File: src/rtl/puf_eval_ctrl.sv
// Per-challenge measurement sequencer for the dual-mode PUF chain: clears the path counters,
// runs a timed oscillation window, then compares the two counts and returns a response.
module puf_eval_ctrl #(
    parameter int N      = 128,
    parameter int CW     = 16,
    parameter int WIN_W  = 16,
    parameter int SETTLE = 4
) (
    input  logic             clk,
    input  logic             reset,
    input  logic             ch_valid,
    output logic             ch_ready,
    input  logic [N-1:0]     challenge,
    input  logic [WIN_W-1:0] window,
    output logic [N-1:0]     sel,
    output logic             puf_en,
    output logic             puf_rst,
    input  logic [CW-1:0]    cnt_a,
    input  logic [CW-1:0]    cnt_b,
    output logic             rsp_valid,
    input  logic             rsp_ready,
    output logic             rsp_bit,
    output logic             rsp_tie,
    output logic [CW-1:0]    rsp_diff,
    output logic [2:0]       dbg_state
);

    // Handshakes: a transfer happens on a rising edge where valid and ready are both high.
    // ch_ready is high only in IDLE; rsp_valid is high only in DONE and its payload is held
    // stable until the transfer, after which the controller returns to IDLE.

    typedef enum logic [2:0] {
        S_IDLE   = 3'd0,
        S_CLEAR  = 3'd1,
        S_SETTLE = 3'd2,
        S_RUN    = 3'd3,
        S_STOP   = 3'd4,
        S_DONE   = 3'd5
    } state_t;

    localparam logic [WIN_W-1:0] ONE         = WIN_W'(1);
    localparam logic [WIN_W-1:0] CLEAR_LAST  = WIN_W'(1);
    localparam logic [WIN_W-1:0] SETTLE_LAST = WIN_W'(SETTLE - 1);
    localparam logic [WIN_W-1:0] STOP_LAST   = WIN_W'(1);

    state_t           state_q, state_d;
    logic [WIN_W-1:0] tmr_q, tmr_d;
    logic [WIN_W-1:0] win_q;
    logic [N-1:0]     sel_q;
    logic             load;
    logic             capture;
    logic             bit_q, tie_q;
    logic [CW-1:0]    diff_q;

    always_ff @(posedge clk or posedge reset) begin
        if (reset) begin
            state_q <= S_IDLE;
            tmr_q   <= '0;
        end else begin
            state_q <= state_d;
            tmr_q   <= tmr_d;
        end
    end

    // tmr_q counts cycles spent in the current state and restarts at 0 on every transition.
    always_comb begin
        state_d = state_q;
        tmr_d   = tmr_q + ONE;
        load    = 1'b0;
        capture = 1'b0;
        case (state_q)
            S_IDLE: begin
                tmr_d = '0;
                if (ch_valid) begin
                    load    = 1'b1;
                    state_d = S_CLEAR;
                end
            end
            S_CLEAR: begin
                if (tmr_q == CLEAR_LAST) begin
                    state_d = S_SETTLE;
                    tmr_d   = '0;
                end
            end
            S_SETTLE: begin
                if (tmr_q == SETTLE_LAST) begin
                    state_d = S_RUN;
                    tmr_d   = '0;
                end
            end
            S_RUN: begin
                if (tmr_q == win_q - ONE) begin
                    state_d = S_STOP;
                    tmr_d   = '0;
                end
            end
            S_STOP: begin
                if (tmr_q == STOP_LAST) begin
                    state_d = S_DONE;
                    capture = 1'b1;
                    tmr_d   = '0;
                end
            end
            S_DONE: begin
                tmr_d = '0;
                if (rsp_ready) begin
                    state_d = S_IDLE;
                end
            end
            default: begin
                state_d = S_IDLE;
                tmr_d   = '0;
            end
        endcase
    end

    // sel only changes on accept, so it is constant throughout the excitation window.
    always_ff @(posedge clk or posedge reset) begin
        if (reset) begin
            sel_q <= '0;
            win_q <= '0;
        end else if (load) begin
            sel_q <= challenge;
            win_q <= (window == '0) ? ONE : window;
        end
    end

    // Counters have been idle for two cycles here, so the asynchronous counts are stable.
    always_ff @(posedge clk or posedge reset) begin
        if (reset) begin
            bit_q  <= 1'b0;
            tie_q  <= 1'b0;
            diff_q <= '0;
        end else if (capture) begin
            bit_q  <= (cnt_a > cnt_b);
            tie_q  <= (cnt_a == cnt_b);
            diff_q <= (cnt_a > cnt_b) ? (cnt_a - cnt_b) : (cnt_b - cnt_a);
        end
    end

    assign ch_ready  = (state_q == S_IDLE);
    assign puf_rst   = (state_q == S_IDLE) || (state_q == S_CLEAR);
    assign puf_en    = (state_q == S_RUN);
    assign rsp_valid = (state_q == S_DONE);
    assign sel       = sel_q;
    assign rsp_bit   = bit_q;
    assign rsp_tie   = tie_q;
    assign rsp_diff  = diff_q;
    assign dbg_state = state_q;

endmodule

File: config.mk
export PLATFORM = sky130hd
export DESIGN_NAME = puf_eval_ctrl
export DESIGN_NICKNAME = d
export VERILOG_FILES = /design/src/rtl/puf_eval_ctrl.sv
export SDC_FILE = /design/constraint.sdc
export NUM_CORES = 1
export LEC_CHECK = 0
export ABC_CLOCK_PERIOD_IN_PS = 7700
export BUFFER_PORTS_ARGS = -buffer_cell sky130_fd_sc_hd__buf_2
export CAP_MARGIN = 15
export CORE_MARGIN = 2
export CORE_UTILIZATION = 52
export CTS_BUF_LIST = sky130_fd_sc_hd__clkbuf_2
export DETAILED_ROUTE_END_ITERATION = 7
export GPL_TIMING_DRIVEN = 0
export PLACE_DENSITY = 0.83
export SLEW_MARGIN = 15
export SYNTH_ARGS = -nofsm -noshare
export SYNTH_HDL_FRONTEND = slang
export SYNTH_SLANG_ARGS = --single-unit
File: constraint.sdc
create_clock -name clk -period 7.7 [get_ports clk]
set_clock_uncertainty 0.2 [all_clocks]
set_input_delay 0.77 -clock clk [delete_from_list [all_inputs] [get_ports clk]]
set_output_delay 0.77 -clock clk [all_outputs]
set_load 0.02 [all_outputs]
### Yosys cells after proc, flatten, opt, wreduce, memory -nomap -nowiden

Cells that the tools add are included.
W data, S select, Z words.

| cells by class | value |
|---|---|
| $add $sub $neg | 4 |
| magnitude comparators | 1 |
| equal/unequal tests | 15 |
| mux-type cells | 17 |
| reduce and logical (&&, ||, !) cells | 5 |

Operator list:

| kind | count |
|---|---|
| $mux W16 | 5 |
| $pmux W16 S3 | 1 |
| $eq A16 B16 Y1 | 2 |
| $sub A16 B16 Y16 | 2 |
| $mux W3 | 6 |
| $pmux W3 S6 | 1 |
| $add A16 B1 Y16 const B | 1 |
| $eq A16 B1 Y1 const B | 1 |
| $eq A16 B2 Y1 const B | 1 |
| $gt A16 B16 Y1 | 1 |
| $logic_not A16 Y1 | 1 |
| $sub A16 B1 Y16 const B | 1 |
| $ne A2 B2 Y1 const B | 4 |
| $eq A3 B2 Y1 const B | 2 |
| $eq A3 B3 Y1 const B | 2 |
| $reduce_and A6 Y1 | 1 |
| $mux W1 | 4 |
| $ne A2 B1 Y1 const B | 2 |
| $eq A3 B1 Y1 const B | 1 |
| $logic_not A3 Y1 | 1 |
| $reduce_or A2 Y1 | 1 |
| $logic_or A1 B1 Y1 | 1 |

| storage, ports and cells | value |
|---|---|
| register bits | 181 |
| input port bits | 180 |
| word-level logic and storage cells | 49 |

### Logic depth before layout (Yosys ltp)

| logic depth | value |
|---|---|
| depth in word-level cells | 4 |
| gate-level depth with buffers | 13 |
| depth with buffers taken out | 11 |

### Worst setup path before layout

OpenSTA, ideal clock, no wires.

| timing | value |
|---|---|
| kind | in2reg |
| from | in cnt_a[10] |
| to | reg diff_q[15] (netlist: rsp_diff[15]) |
| library setup time | 0.120 ns |
| data arrival time | 3.273 ns |
| data required time | 7.380 ns |
| slack | 4.107 ns |
| stages on the path | 12 |
| path buffers | 2 |
| path through | inv_1 ha_1 clkbuf_1 nand2_1 nor4_1 nand2_1 o21a_1 clkbuf_1 a211oi_1 a22oi_1 or3_1 a31o_2 |

| between the ends | value |
|---|---|
| word-level cells in the longest chain between the ends | 2 |
| elaborated cells between the ends (all ways) | 4 |

Ends and longest elaborated chain:

| element | RTL line | text |
|---|---|---|
| from (decl) | 18 | `input logic [CW-1:0] cnt_a,` |
| $sub A16 B16 Y16 / $gt A16 B16 Y1 (equally long branches) | 137 | `diff_q <= (cnt_a > cnt_b) ? (cnt_a - cnt_b) : (cnt_b - cnt_a);` |
| $mux W16 * | 137 |  |
| to (signal assigned) | 137 |  |
| to (decl) | 53 | `logic [CW-1:0] diff_q;` |

Mark *: on every way between the ends. The rest lies on a longest branch, timed or not.
A chain may end at the register's enable or synchronous reset.

### Worst setup path in the final report

| timing | value |
|---|---|
| from | reg win_q[2] |
| to | reg tmr_q[2] |

| between the ends | value |
|---|---|
| word-level cells in the longest chain between the ends | 4 |

Ends and longest elaborated chain:

| element | RTL line | text |
|---|---|---|
| from (decl) | 48 | `logic [WIN_W-1:0] win_q;` |
| from (signal assigned) | 124 | `win_q <= (window == '0) ? ONE : window;` |
| $sub A16 B1 Y16 | 92 | `if (tmr_q == win_q - ONE) begin` |
| $eq A16 B16 Y1 | 92 |  |
| $mux W16 | 92 |  |
| $pmux W16 S3 | 71 | `case (state_q)` |
| net tmr_d[2] | 47 | `logic [WIN_W-1:0] tmr_q, tmr_d;` |
| to (signal assigned) | 61 | `tmr_q <= tmr_d;` |
| to (decl) | 47 |  |

The timed path passes the listed nets, and every way through them passes these cells.

==> results by group <==
Timing
  • Final hold viol count: 0
  • Final Slew Violations: 0
  • Hold WS: 0.1242 ns
  • Relative slew slack: 37.71%
  • Final setup fails: 0
  • Worst slew pin tran: 0.9344 ns
  • PnR worst setup slack: 3.828 ns
  • RSZ-0062 raised after global routing: no
  • FMAX: 258.3 MHz
  • Minimum clock period: 3.872 ns
  • Fin crit share: 50.28%

Global route
  • Grt ovf: 0
  • Initial antenna violation count: 2
  • Vias in the first global route: 9,174
  • First-pass GRT wire length: 48,000 um
  • Pin count of the biggest net entering global routing: 111
  • GRT Util Overall: 33.40%

Critical path
  • CP required: 8.17 ns
  • Most Frequent Cell on Critical Path: or4_4
  • Worst reg-to-reg setup slack: 3.83 ns
  • CP startpoint kind: register
  • CP Data Arrival Time: 4.34 ns
  • Worst path max stage delay: 0.54 ns
  • Slowest CP cell: dfrtp_1
  • Worst Path Buf+Inv: 2
  • Crit Path Max Fanout: 10
  • CP Capture Type: register
  • Crit path max-delay family: simple AND/OR/NAND/NOR gates
  • Kind of critical path: reg -> reg
  • Crit-path cells: or4_4 -> buf_6 -> or4_4 -> or4_4 -> a2111oi_4 -> nand3_2 -> a31oi_4 -> buf_6 -> nor2_2

Synthesis
  • Post-Syn Instances: 818
  • Yosys reg bits: 181
  • Post-synthesis sequential area ratio: 48.74%
  • Mean Syn Cell Area: 11.36 um2
  • Post-synth EDFFs: 0
  • Cell taking the most area after synthesis: dfrtp_1
  • Synth Cell Area: 0.009293 mm2
  • Syn_nets: 1,034
  • Top post-synthesis cells by area: dfrtp_1 (49%), mux2_2 (17%), ha_1 (4.6%)
  • Synth Flop Type: dfrtp_1
  • Ys Warns: 0
  • Ys async rst share: 100.0%
  • Library cells used by synthesis: 62
  • Synth top area share: 48.74%

Cells and area
  • Fillers: 1,092
  • Post-layout util: 74.90%
  • Commonest non-fill, non-tap cell in the layout: buf_2
  • Area grow syn2layout: 39.90%
  • Multi-input gate area: 0.004432 mm2
  • Fraction of layout cells with a size suffix above 1: 39.85%
  • NumNets Final: 1,533
  • Most frequent cells in the layout: buf_2 (333), dfrtp_1 (181), dlygate4sd3_1 (147)
  • FF+latch area: 0.004529 mm2
  • Final std cells w/o fill: 1,558

Clock tree
  • Clk buf depth: 2
  • H-tree lvl count: 4
  • Clock root buffer: clkbuf_2
  • CTS tree: done
  • TritonCTS buffer count: 17
  • Num Clock Sinks: 181
  • Clk slew on worst S/H paths: 0.32 ns
  • Skew-Pair Late Insertion Delay: 0.81 ns

Pwr
  • Pwr per Cell Area: 329.3 mW/mm2
  • Worst vdd ir: 0.0002111 V
  • Lkg Pwr: 0.006200 uW

Routing
  • Vias/cell: 5.594
  • Wire per inst: 20.13 um
  • Routed WL: 31,370 um
  • DR iter-0 viols: 443
  • Final ANT Viol Nets: 0
  • Vias: 8,716
  • 1st-pass router iterations: 5
  • DR DRC count: 0

Worst hold path
  • Hold WC Path Type: in -> reg

Placed design
  • Pre-CTS setup slack: 3.137 ns
  • Routability cong.: 0.9411
  • Port-buffer cells: 332
  • DP Cell Count: 1,376
  • HPWL after DPL: 19,960 um

Die
  • Starting Density: 53.54%
  • Full die area: 0.01896 mm2
  • I/O Pins: 333
  • Core area: 0.01736 mm2
  • Chip Height: 137.7 um
  • Num rows: 48
  • Die X-Extent: 137.7 um

Outcome
  • Status: finished, final reports clean

Flow run
  • Maxcap violations: 0
layer usage:
layer	wire length [um]	track usage, %
met5	13	0
met4	1774	21.36
met3	2533	10.89
met2	16140	56.74
met1	10910	35.75
layout make-up:
class                      instances  share of cell area (%)
antenna                            3                 0.05775
buffer                            41                   1.309
clock buffer                      17                  0.6545
clock inverter                    15                   1.270
inverter                          43                   1.299
multi-input combinational        553                   34.09
sequential                       181                   34.84
tap                              225                   2.166
timing repair buffer             480                   24.31
kinds of logic (layout without fill, tap and decap cells):
| logic type | Yosys count | count (layout) | share of synthesized area (%) |
|---|---|---|---|
| adders and majority gates | 36 | 36 | 5.009 |
| buffers and inverters | 84 | 596 | 3.568 |
| xor gates and xnor gates | 42 | 42 | 3.958 |
| and+or+nand+nor | 194 | 194 | 11.12 |
| DFF | 181 | 181 | 48.74 |
| muxes | 148 | 148 | 17.85 |
| other | 0 | 3 | 0 |
| AOI/OAI and AO/OA | 133 | 133 | 9.749 |
power breakdown:
group | switching [uW] | leakage (uW) | internal, uW
Sequential | 312 | 0.00214 | 1360
Clock | 399 | 0.000146 | 109
Combinational | 1230 | 0.00391 | 869
flip-flops by register name, summed over array words and instances, names as in the netlist:
signal	count
sel	128
rsp_diff	16
tmr_q	16
win_q	16
dbg_state	3
rsp_bit	1
rsp_tie	1
cell usage after synthesis (all sizes together) (6+ instances only):
| cell type | number |
|---|---|
| nand2b | 11 |
| o21bai | 7 |
| dfrtp | 181 |
| nor2 | 42 |
| ha | 34 |
| nand3 | 18 |
| a21o | 11 |
| mux2 | 142 |
| mux2i | 6 |
| nand2 | 49 |
| xnor2 | 26 |
| and2 | 8 |
| nor4 | 9 |
| nor3 | 14 |
| clkbuf | 33 |
| a21oi | 22 |
| or4 | 7 |
| buf | 8 |
| o21ai | 40 |
| xor2 | 16 |
| inv | 43 |
worst paths after layout:
kind | startpoint | endpoint | depth (start not counted)
worst min register to register | rsp_diff[13]$_DFFE_PP0P_ | rsp_diff[13]$_DFFE_PP0P_ | 2
max in group asynchronous | reset | sel[82]$_DFFE_PP0P_ | 4
worst max-delay path | win_q[2]$_DFFE_PP0P_ | tmr_q[2]$_DFF_PP0_ | 9
min in group asynchronous | reset | sel[4]$_DFFE_PP0P_ | 3
worst max register to register | win_q[2]$_DFFE_PP0P_ | tmr_q[2]$_DFF_PP0_ | 9
worst min-delay path | cnt_b[0] | rsp_diff[0]$_DFFE_PP0P_ | 3
what timing repair did:
item | CTS | global route
hold buffers | 147 | 0
gates resized for setup | 0 | 0
endpoints found under the hold margin | 217 | 0
setup buffers | 0 | 0
per-stage QoR:
stage                     power [uW]  TNS [ns]  instance area (um2)
after global routing            4515         0                13000
final                           4281         0                13000
after detailed placement        3604         0                11270
after global placement          3514    -7.980                11240
after CTS                       4148         0                12990
after floorplan                 2901         0                 9293
tightest hold or removal path: cells and delay by family:
family	cells	cell delay, ns
fa+ha+maj	1	0.15
buf+inv	1	0.10
compound gates	1	0.10
Note: power is estimated with default switching activity, not from simulation.
